File: src/rtl/branch_resolve_unit.sv
// Branch resolve unit: checks resolved branches against prediction,
// raises a held fetch redirect on mispredict, queues predictor updates.
//
// Ports:
//   clk_i, rst_i              clock, synchronous active-high reset
//   valid_i .. chkp_i         branch-unit result for one instruction
//   flush_i                   pipeline flush from commit
//   stall_o                   update queue full
//   redirect_*                valid/ready redirect to fetch
//   upd_*                     predictor-update queue head, popped by upd_ready_i
//   perf_branches_o,
//   perf_mispred_o            saturating counters, only with BRU_PERF_CNT_EN
//
// Optional feature macro: BRU_PERF_CNT_EN
module branch_resolve_unit #(
  parameter int UPD_DEPTH = 4,
  parameter int CHKP_W    = 2
) (
  input  logic              clk_i,
  input  logic              rst_i,
  input  logic              valid_i,
  input  logic [63:0]       pc_i,
  input  logic              is_cond_i,
  input  logic              taken_i,
  input  logic [63:0]       target_i,
  input  logic              ex_valid_i,
  input  logic              pred_taken_i,
  input  logic [63:0]       pred_addr_i,
  input  logic [CHKP_W-1:0] chkp_i,
  input  logic              flush_i,
  output logic              stall_o,
  output logic              redirect_valid_o,
  output logic [63:0]       redirect_pc_o,
  output logic [CHKP_W-1:0] redirect_chkp_o,
  input  logic              redirect_ready_i,
  output logic              upd_valid_o,
  output logic [63:0]       upd_pc_o,
  output logic [63:0]       upd_target_o,
  output logic              upd_taken_o,
  output logic              upd_cond_o,
  input  logic              upd_ready_i
`ifdef BRU_PERF_CNT_EN
  ,
  output logic [31:0]       perf_branches_o,
  output logic [31:0]       perf_mispred_o
`endif
);

  localparam int AW = (UPD_DEPTH > 1) ? $clog2(UPD_DEPTH) : 1;
  localparam int CW = AW + 1;

  typedef enum logic [1:0] {
    IDLE     = 2'd0,
    REDIRECT = 2'd1,
    DRAIN    = 2'd2
  } state_t;

  typedef struct packed {
    logic [63:0] pc;
    logic [63:0] target;
    logic        taken;
    logic        cond;
  } upd_t;

  state_t state_q;
  state_t state_d;
  logic   load;

  upd_t          mem [UPD_DEPTH];
  logic [AW-1:0] wr_ptr;
  logic [AW-1:0] rd_ptr;
  logic [CW-1:0] count;
  logic          full;
  logic          empty;
  logic          push;
  logic          pop;

  logic          accept;
  logic          mispred;
  logic [63:0]   next_pc;
  upd_t          head;
  upd_t          entry;

  assign full  = (count == CW'(UPD_DEPTH));
  assign empty = (count == '0);
  assign pop   = upd_ready_i && !empty;

  // A full queue still takes a push when the head leaves the same cycle.
  assign accept = valid_i && !ex_valid_i && !flush_i &&
                  (state_q == IDLE) && (!full || pop);

  assign mispred = (taken_i != pred_taken_i) ||
                   (taken_i && (target_i != pred_addr_i));

  assign next_pc = taken_i ? target_i : (pc_i + 64'd4);
  assign push    = accept;

  always_comb begin
    entry        = '0;
    entry.pc     = pc_i;
    entry.target = target_i;
    entry.taken  = taken_i;
    entry.cond   = is_cond_i;
  end

  always_comb begin
    state_d = state_q;
    load    = 1'b0;
    unique case (state_q)
      IDLE: begin
        if (accept && mispred) begin
          state_d = REDIRECT;
          load    = 1'b1;
        end
      end
      REDIRECT: begin
        if (redirect_ready_i) state_d = DRAIN;
      end
      DRAIN: begin
        state_d = DRAIN;
      end
      default: state_d = IDLE;
    endcase
    if (flush_i) state_d = IDLE;
  end

  always_ff @(posedge clk_i) begin
    if (rst_i) begin
      state_q         <= IDLE;
      redirect_pc_o   <= '0;
      redirect_chkp_o <= '0;
    end else begin
      state_q <= state_d;
      if (load) begin
        redirect_pc_o   <= next_pc;
        redirect_chkp_o <= chkp_i;
      end
    end
  end

  assign redirect_valid_o = (state_q == REDIRECT);

  always_ff @(posedge clk_i) begin
    if (push) mem[wr_ptr] <= entry;
  end

  always_ff @(posedge clk_i) begin
    if (rst_i) begin
      wr_ptr <= '0;
      rd_ptr <= '0;
      count  <= '0;
    end else begin
      if (push) wr_ptr <= wr_ptr + AW'(1);
      if (pop)  rd_ptr <= rd_ptr + AW'(1);
      unique case ({push, pop})
        2'b10:   count <= count + CW'(1);
        2'b01:   count <= count - CW'(1);
        default: count <= count;
      endcase
    end
  end

  assign head    = mem[rd_ptr];
  assign stall_o = full;

  // Data outputs read as zero while empty so reset shows clean values.
  assign upd_valid_o  = !empty;
  assign upd_pc_o     = empty ? 64'd0 : head.pc;
  assign upd_target_o = empty ? 64'd0 : head.target;
  assign upd_taken_o  = empty ? 1'b0  : head.taken;
  assign upd_cond_o   = empty ? 1'b0  : head.cond;

`ifdef BRU_PERF_CNT_EN
  always_ff @(posedge clk_i) begin
    if (rst_i) begin
      perf_branches_o <= '0;
      perf_mispred_o  <= '0;
    end else if (accept) begin
      if (perf_branches_o != 32'hFFFF_FFFF)
        perf_branches_o <= perf_branches_o + 32'd1;
      if (mispred && (perf_mispred_o != 32'hFFFF_FFFF))
        perf_mispred_o <= perf_mispred_o + 32'd1;
    end
  end
`endif

`ifndef SYNTHESIS
  a_no_push_when_full: assert property (
    @(posedge clk_i) disable iff (rst_i)
    !(valid_i && stall_o && !upd_ready_i)
  );
`endif

endmodule

File: config.mk
export PLATFORM = sky130hd
export DESIGN_NAME = branch_resolve_unit
export DESIGN_NICKNAME = d
export VERILOG_FILES = /design/src/rtl/branch_resolve_unit.sv
export SDC_FILE = /design/constraint.sdc
export NUM_CORES = 1
export LEC_CHECK = 0
export ABC_AREA = 1
export ABC_CLOCK_PERIOD_IN_PS = 12900
export CAP_MARGIN = 20
export CORE_MARGIN = 3
export CORE_UTILIZATION = 42
export DETAILED_ROUTE_END_ITERATION = 7
export SLEW_MARGIN = 5
export SYNTH_ARGS = -nofsm -noshare
export SYNTH_HDL_FRONTEND = slang
export SYNTH_SLANG_ARGS = --single-unit
File: constraint.sdc
create_clock -name clk_i -period 12.9 [get_ports clk_i]
set_input_delay 2.58 -clock clk_i [delete_from_list [all_inputs] [get_ports clk_i]]
set_output_delay 2.58 -clock clk_i [all_outputs]
set_load 0.01 [all_outputs]
==> flow_summary_export.csv <==
group,metric,value,unit
run_status,outcome,"finished clean",
detailed_routing,routed_wl,91540,um
yosys,synth-seq-cells,597,
clocking,cts_tree,"built",
place,io_buffers,402,
yosys,yosys.area_share.simple,0.1970,
setup_path,path_delay_family,"buffers and inverters",
floorplanning,die_y,257.9,um
yosys,synth_xor_area_frac,0.01380,
clocking,cts_made_buffers,67,
global_route,grt_max_degree,133,
setup_path,crit_required,10.32,ns
setup_path,cpPeakStageDelay,0.75,ns
yosys,synth-compound-area-share,0.09653,
setup_path,criticalPathCategory,"reg2out",
yosys,ys_types,38,
finish,nets,3342,
detailed_routing,drc,0,
sta,fmax,148.3,MHz
yosys,synth_top_family_by_area,"simple AND/OR/NAND/NOR gates",
floorplanning,ios,403,
setup_path,endpoint_kind,"primary output",
sta,finalCriticalPeriod,6.741,ns
setup_path,cp_cell_sequence,"buf_4, buf_4, nor2_1, nor2_1, o21ai_0, a21oi_1, clkdlybuf4s50_1",
place,place_ws,6.460,ns
detailed_routing,viasPerCell,5.282,
place,dp_hpwl,62250,um
yosys,synth_top_area_share,0.5859,
floorplanning,die_area,66510,um^2
yosys,synth-seq-area-share,0.6438,
clocking,clk_latency,0.60,ns
setup_path,setup.worst_path.start_class,"flop",
setup_path,crit_path_max_fanout,66,
clocking,root_buffer,"clkbuf_16",
floorplanning,dieWidth,257.9,um
run,maxCapViolCount,0,
setup_path,cp.buffers_inverters,3,
sta,grt_setup_unrepaired,"false",
global_route,grt_pass1_wl,135300,um
pwr,p_leak,0.01203,uW
finish,fin_area,33610,um^2
yosys,synthMuxAreaShare,0,
finish,layout_commonest_cell,"nor2_1",
clocking,ctsHoldBuffers,0,
yosys,netlist_instances,2770,
floorplanning,num_rows,91,
yosys,synth_fa_ha_area_frac,0.004507,
worst_hold_path,hold_path.class,"reg2reg",
clocking,post_cts_resized,0,
sta,skew,0.02104,ns
place,routabilityCongestion,0.8903,
sta,fin_ws,6.159,ns
floorplanning,start_util,0.4279,
pwr,total_power,5606,uW
place,dpl-instance-area,31400,um^2
detailed_routing,drtPass1Iterations,6,
clocking,clk_pin_slew,0.06,ns
pwr,power_density,166.8,nW/um^2
clocking,htreeDepth,3,
clocking,cts.sinks,597,
yosys,yosys_warnings,0,
global_route,grt_util_all_layers,0.2709,
setup_path,crit_slowest_cell,"buf_4",
detailed_routing,ant_nets,0,
sta,slew_headroom,0.2466,
detailed_routing,vias,21237,
yosys,synth_area_per_cell,9.621,um^2
global_route,first_global_vias,20774,
floorplanning,coreArea,62280,um^2
sta,tightestPinTransition,1.130,ns
yosys,synth_nets,2983,
global_route,overflow,0,
finish,mostFrequentLayoutCells,"nor2_1, edfxtp_1, nand2_1",
finish,syn2layout_area_growth,26.10,%
detailed_routing,drt_iter0_markers,1843,
setup_path,reg2reg_slack,8.86,ns
yosys,synth_area,26650,um^2
sta,report.final.slew_viol_count,0,
sta,setup_viol,0,
sta,fin_setup_tns,0,ns
sta,hold_viol,0,
detailed_routing,wl_per_cell,22.77,um
finish,utilization,0.5396,
setup_path,arrival,4.16,ns
yosys,yosys.area.top_type,"edfxtp_1",
clocking,post_cts_buffers,0,
clocking,cts_buffer_depth,3,
global_route,antenna_found_initial,7,
yosys,ys_top_cells_by_area,"edfxtp_1, nor2_1, o21ai_0",
pwr,ir_drop,119.5,uV
sta,period_share,0.5226,
finish,drive_above_1_share,0.05218,
==> worst paths after layout <==
check / start / end / cells after the start
worst max-delay path: flop / upd_target_o[13] / 7
worst min-delay path: redirect_pc_o[28] / redirect_pc_o[28] / 2
worst max register to register: state_q[1] / mem[3][128] / 8
worst min register to register: redirect_pc_o[28] / redirect_pc_o[28] / 2
==> area by class of cell <==
class	count	area (um^2)
diodes	3	7.507
repair buffers	426	4214
well taps	837	1047
inverters	164	623.1
multi-input cells	1873	8348
clock inverters	22	229.0
flip-flops and latches	597	17160
clock buffers	99	1973
fillers	5550	28680
==> logic make-up after synthesis <==
| logic type | after synthesis |
|---|---|
| DFF | 597 |
| buffers and inverters | 300 |
| and+or+nand+nor | 1311 |
| xor gates and xnor gates | 42 |
| AOI/OAI and AO/OA | 511 |
| adders and majority gates | 9 |
==> tightest hold or removal path: cells and delay by family (launching register included) <==
family / cells / cell delay, ns
compound gates: 1 / 0.05
flops: 1 / 0.31
simple gates: 1 / 0.06
==> sequential cells by signal (all words and copies together), names as in the netlist, named ones only <==
signal and flops:
redirect_chkp_o 2, count 3, wr_ptr 2, rd_ptr 2, state_q 2, redirect_pc_o 64
mem 520
==> where the power goes <==
group	switching, uW	internal, uW
Sequential	43.9	2140
Clock	771	1130
Combinational	904	619
Total	1720	3890
==> metal layers <==
metal  share of wire  track usage
met5         0.00027            0
met4           0.027      0.08221
met3           0.067      0.04854
met2            0.48       0.4424
met1            0.43       0.3708
==> stage by stage <==
stage	hold slack, ns	instances
floorplan	0.4362	2770
global placement	0.4424	3896
detailed placement	0.4537	3897
CTS	0.4628	4018
global route	0.4884	4020
finish	0.4669	4021
==> cell usage after synthesis (all sizes together) <==
library cell and number:
xnor2 25, nand3 72, dfxtp 77, buf 30
ha 8, clkinv 1, and3 1, xor2 17
nor3 28, nand3b 5, o21bai 2, edfxtp 520
a31oi 2, inv 163, o22ai 1, fa 1
clkbuf 106, nor2 742, nor3b 1, nand4 27
o31ai 1, or2 11, a21oi 169, o21ai 336
and2 2, nand2 422
No activity file was read; power rests on OpenSTA's default activity.
